<file path="src/rtl/fetch_predict_pkg.sv">
// fetch_predict_pkg: shared fetch-stage constants, next-PC selector and branch decode helper
package fetch_predict_pkg;
  localparam logic [5:0] OP_BEQ = 6'b000100;
  localparam logic [5:0] OP_BNE = 6'b000101;
  localparam logic [1:0] BHT_RST = 2'b01;
  localparam logic [1:0] CNT_MAX = 2'b11;
  localparam logic [1:0] CNT_MIN = 2'b00;
  typedef enum logic [1:0] {
    NPC_REDIRECT = 2'd0,
    NPC_ADVANCE  = 2'd1,
    NPC_HOLD     = 2'd2
  } npc_sel_e;
  function automatic logic is_branch(input logic [5:0] op);
    return (op == OP_BEQ) || (op == OP_BNE);
  endfunction
endpackage

</file>
<file path="src/rtl/bht_2bit.sv">
// bht_2bit: bimodal table of 2-bit saturating counters, one read and one update port
module bht_2bit
  import fetch_predict_pkg::*;
#(
  parameter int BHT_IDX_W = 4
) (
  input  logic                 clk,
  input  logic                 rst,
  input  logic [BHT_IDX_W-1:0] rd_idx,
  output logic [1:0]           rd_cnt,
  input  logic                 upd_valid,
  input  logic [BHT_IDX_W-1:0] upd_idx,
  input  logic                 upd_taken
);
  localparam int N = 1 << BHT_IDX_W;
  logic [1:0] cnt [N];
  logic [1:0] cur;
  assign rd_cnt = cnt[rd_idx];
  assign cur = cnt[upd_idx];
  // reset all counters to weak-not-taken; otherwise saturating step on update
  always_ff @(posedge clk)
    if (rst) for (int i = 0; i < N; i++) cnt[i] <= BHT_RST;
    else if (upd_valid)
      cnt[upd_idx] <= upd_taken ? (cur == CNT_MAX ? CNT_MAX : cur + 2'd1)
                                : (cur == CNT_MIN ? CNT_MIN : cur - 2'd1);
endmodule

</file>
<file path="src/rtl/fetch_predict.sv">
// fetch_predict: IF stage with PC register, bimodal branch prediction and perf counters
module fetch_predict
  import fetch_predict_pkg::*;
#(
  parameter int ADDR_W    = 32,
  parameter int BHT_IDX_W = 4,
  parameter int CNT_W     = 16
) (
  input  logic              clk_i,
  input  logic              rst_i,
  input  logic              pc_write_i,
  input  logic              redirect_i,
  input  logic [ADDR_W-1:0] redirect_pc_i,
  input  logic              upd_valid_i,
  input  logic [ADDR_W-1:0] upd_pc_i,
  input  logic              upd_taken_i,
  input  logic [31:0]       imem_data_i,
  output logic [ADDR_W-1:0] imem_addr_o,
  output logic [ADDR_W-1:0] pc_plus4_o,
  output logic [31:0]       instr_o,
  output logic              pred_taken_o,
  output logic              ifid_flush_o,
  output logic [CNT_W-1:0]  perf_br_o,
  output logic [CNT_W-1:0]  perf_mis_o
);
  logic [ADDR_W-1:0] pc;
  logic [ADDR_W-1:0] target;
  logic [1:0]        cnt;
  npc_sel_e          sel;
  logic              unused_bits;
  assign imem_addr_o  = pc;
  assign pc_plus4_o   = pc + ADDR_W'(4);
  assign instr_o      = imem_data_i;
  assign target       = pc_plus4_o + ADDR_W'($signed({imem_data_i[15:0], 2'b00}));
  assign pred_taken_o = is_branch(imem_data_i[31:26]) & cnt[1];
  assign ifid_flush_o = redirect_i;
  assign sel          = redirect_i ? NPC_REDIRECT : pc_write_i ? NPC_ADVANCE : NPC_HOLD;
  assign unused_bits  = ^{imem_data_i[25:16], cnt[0], upd_pc_i[ADDR_W-1:BHT_IDX_W+2], upd_pc_i[1:0]};
  bht_2bit #(.BHT_IDX_W(BHT_IDX_W)) u_bht (
    .clk       (clk_i),
    .rst       (rst_i),
    .rd_idx    (pc[BHT_IDX_W+1:2]),
    .rd_cnt    (cnt),
    .upd_valid (upd_valid_i),
    .upd_idx   (upd_pc_i[BHT_IDX_W+1:2]),
    .upd_taken (upd_taken_i)
  );
  // PC: redirect beats stall; advance follows the prediction
  always_ff @(posedge clk_i)
    if (rst_i) pc <= '0;
    else if (sel == NPC_REDIRECT) pc <= redirect_pc_i;
    else if (sel == NPC_ADVANCE) pc <= pred_taken_o ? target : pc_plus4_o;
  // perf counters saturate at all-ones
  always_ff @(posedge clk_i)
    if (rst_i) begin
      perf_br_o  <= '0;
      perf_mis_o <= '0;
    end else begin
      if (upd_valid_i && !(&perf_br_o)) perf_br_o <= perf_br_o + CNT_W'(1);
      if (redirect_i && !(&perf_mis_o)) perf_mis_o <= perf_mis_o + CNT_W'(1);
    end
endmodule

</file>
<file path="config.mk">
export PLATFORM = sky130hd
export DESIGN_NAME = fetch_predict
export DESIGN_NICKNAME = d
export VERILOG_FILES = /design/src/rtl/fetch_predict_pkg.sv /design/src/rtl/bht_2bit.sv /design/src/rtl/fetch_predict.sv
export SDC_FILE = /design/constraint.sdc
export NUM_CORES = 1
export LEC_CHECK = 0
export BUFFER_PORTS_ARGS = -buffer_cell sky130_fd_sc_hd__buf_2
export CORE_MARGIN = 2
export CORE_UTILIZATION = 41
export DETAILED_ROUTE_END_ITERATION = 10
export GPL_TIMING_DRIVEN = 0
export PLACE_DENSITY = 0.66
export SYNTH_ARGS = -nofsm -noshare
export SYNTH_HDL_FRONTEND = slang
export SYNTH_SLANG_ARGS = --single-unit
export TNS_END_PERCENT = 5
</file>
<file path="constraint.sdc">
create_clock -name clk_i -period 5.75 [get_ports clk_i]
set_input_delay 1.4375 -clock clk_i [delete_from_list [all_inputs] [get_ports clk_i]]
set_output_delay 1.4375 -clock clk_i [all_outputs]
set_load 0.02 [all_outputs]
</file>
==> impl_results.md <==
* Total Power at 1924 uW
* Crit Reg-Reg Startpoint: imem_addr_o[2]
* Worst setup EP type: flip-flop
* WP data required at 5.96 ns
* Placed cell area at 8541 sq um
* Final WS setup at 1.223 ns
* Final setup violation count at 0
* Syn_nets at 1005
* Cell Chain, Critical Path: ha_1, nand4_1, nor3_2, nand4_1, inv_1, and3_1, xor2_2, ha_1, clkbuf_1, a21o_1, a21o_1, a21oi_1, o2111ai_1, o21ai_0, xor2_1, nor2_1, xnor2_1, o22ai_1
* Root Driver: clkbuf_16
* Die W at 137.7 um
* Largest net degree at the start of global routing at 22
* Startpoint types: flip-flop
* Tcrit/Tclk final at 78.73%
* Number of global-route vias before repair at 6470
* Asr flop ratio synth at 0%
* Placer Congestion at 0.8852
* Drt first pass iters at 5
* RSZ-0062 raised after global routing: no
* Most common cell after layout, fill and taps aside: buf_2
* Netlist Area Pre-Place at 7328 sq um
* Yosys reg bits at 100
* DR iter-0 viols at 478
* Layout cell share with drive strength beyond 1 at 26.55%
* Layout area overhead at 20.83%
* First-pass GRT wire length at 34040 um
* Mapped Avg Cell Area at 8.482 sq um
* Slowest Stage Delay on Critical Path at 0.46 ns
* Number of nets in the final layout at 1202
* Yosys warns at 0
* Met3 usage at 4.305%
* Met2 Track Usage GR at 37.89%
* Worst-path maximum fanout at 8
* Most frequent cells in the layout: buf_2 (191), nor2_1 (93), nand2_1 (88)
* Worst IR Drop VDD at 0.0001679 V
* Overflow after GRT at 0
* Routed wire length at 22120 um
* Least-Margin Pin Slew at 1.109 ns
* Via count at 7122
* Layout Skew at 0.005313 ns
* Io pins at 232
* LEAKAGE at 0.003954 uW
* CP arrival at 4.74 ns
* Dpl hpwl at 17340 um
* Post-route worst hold slack at 0.5057 ns
* PD cells at 217.3 nW/um^2
* Max frequency at 220.9 MHz
* Slowest-stage cell, CP: dfxtp_1
* Unique cell type count in the Yosys netlist at 71
* Type of the worst min-delay path: reg2reg
* Post-synthesis sequential area ratio at 31.69%
* Gate Count Post-Synth at 864
* Post-CTS setup buffers at 0
* Crit path time final at 4.527 ns
* Hold-fix buffers, CTS at 0
* EDFF count, synth at 32
* Max_cap viols at 0
* Initial Utilization at 42.22%
* Final Hold Viols at 0
* Clk sinks at 100
* CTS H-tree lvls at 3
* Die Y at 137.7 um
* Vias per Instance at 5.512
* Worst Setup SP: imem_addr_o[2]
* Clk slew on worst S/H paths at 0.07 ns
* Post-CTS Resized at 0
* Rows at 48
* TNS Setup at 0 ns
* Post-route cell area at 8855 sq um
* Clk Latency, worst-skew pair at 0.34 ns
* Rel. slew slack at 25.37%
* Drt drc at 0
* Ys flop type: dfxtp_1
* Routed Antenna Nets at 0
* Hold Path Origin: perf_br_o[10]
* Global-route usage over all layers at 23.09%
* Status: finished, final reports clean
* M1 GR Usage at 31.56%
* GR peak layer: met2
* Pre-CTS setup slack at 1.203 ns
* PortBufs at 186
* CTS tree: done
* Crit path kind: reg2reg
* Bufs on Longest Clock Path at 2
* Routed WL per cell at 17.12 um
* Die area at 18960 sq um
* Antenna violations before repair at 2
* Num CTS Buffers at 9
* Final Max Slew Viols at 0
* Core region area at 17360 sq um
## flip-flops by register name, indices dropped and copies added (netlist names), named ones only
register,flops
perf_mis_o,16
imem_addr_o,32
u_bht.cnt,32
perf_br_o,16
## worst max-delay path, delay by kind of cell, from the launching register on
| family | cells | cell delay, ns |
|---|---|---|
| and+or+nand+nor | 5 | 1.32 |
| AOI/OAI and AO/OA | 6 | 1.03 |
| adders and majority gates | 2 | 0.60 |
| xor gates and xnor gates | 3 | 0.60 |
| DFF | 1 | 0.46 |
| buffers and inverters | 2 | 0.38 |
## layer usage
| metal | vias up | wire [um] |
|---|---|---|
| met2 | 305 | 10120 |
| met4 | 0 | 260 |
| met1 | 3319 | 9583 |
| li1 | 3482 | - |
| met5 | - | 0 |
| met3 | 16 | 2160 |
## layout make-up
| type | count | area (sq um) |
|---|---|---|
| Clock inverter | 3 | 15.01 |
| Buffer | 75 | 445.4 |
| Multi-Input combinational cell | 662 | 4459 |
| Sequential cell | 100 | 2322 |
| Tap cell | 225 | 281.5 |
| Antenna cell | 1 | 2.502 |
| Clock buffer | 13 | 296.5 |
| Fill cell | 1704 | 8502 |
| Timing Repair Buffer | 186 | 930.9 |
| Inverter | 27 | 101.3 |
## cells in the mapped netlist (18+ instances only)
cell | number | area [sq um]
a21oi_1 | 56 | 280.3
a21o_1 | 18 | 135.1
ha_1 | 38 | 475.5
nand2_1 | 88 | 330.3
nand3_1 | 41 | 205.2
clkbuf_1 | 28 | 105.1
dfxtp_1 | 68 | 1361
and3_1 | 23 | 143.9
nor2_1 | 93 | 349.1
edfxtp_1 | 32 | 960.9
xnor2_1 | 39 | 341.6
o21ai_0 | 40 | 200.2
inv_1 | 26 | 97.59
xor2_1 | 36 | 315.3
buf_4 | 40 | 300.3
## power by group
part	internal (uW)	switching [uW]	total, uW
clock network	361	265	626
logic	201	310	511
registers	754	33.5	787
total	1320	608	1920
## stage by stage
step                      util, %  instances
final                       51.02       1292
after global routing        51.00       1291
after CTS                   51.00       1291
after detailed placement    49.21       1275
after global placement      49.21       1275
after floorplan                 -        864
## final timing paths
kind                     endpoint  slack, ns  cells past startpoint
setup / recovery  imem_addr_o[31]       1.22                     18
hold / removal      perf_br_o[10]       0.51                      2
setup reg to reg  imem_addr_o[31]       1.22                     18
hold reg to reg     perf_br_o[10]       0.51                      2
## kinds of logic after synthesis
| group | after synthesis | share of synthesized area, % |
|---|---|---|
| XOR/XNOR | 76 | 9.186 |
| buffers and inverters | 102 | 7.461 |
| AND/OR/NAND/NOR | 321 | 20.83 |
| AO/OA/AOI/OAI | 198 | 17.98 |
| adder cells (fa/ha/maj) | 41 | 7.051 |
| multiplexers | 26 | 5.805 |
| flip-flops | 100 | 31.69 |
Power figures use the tool's default switching activity.
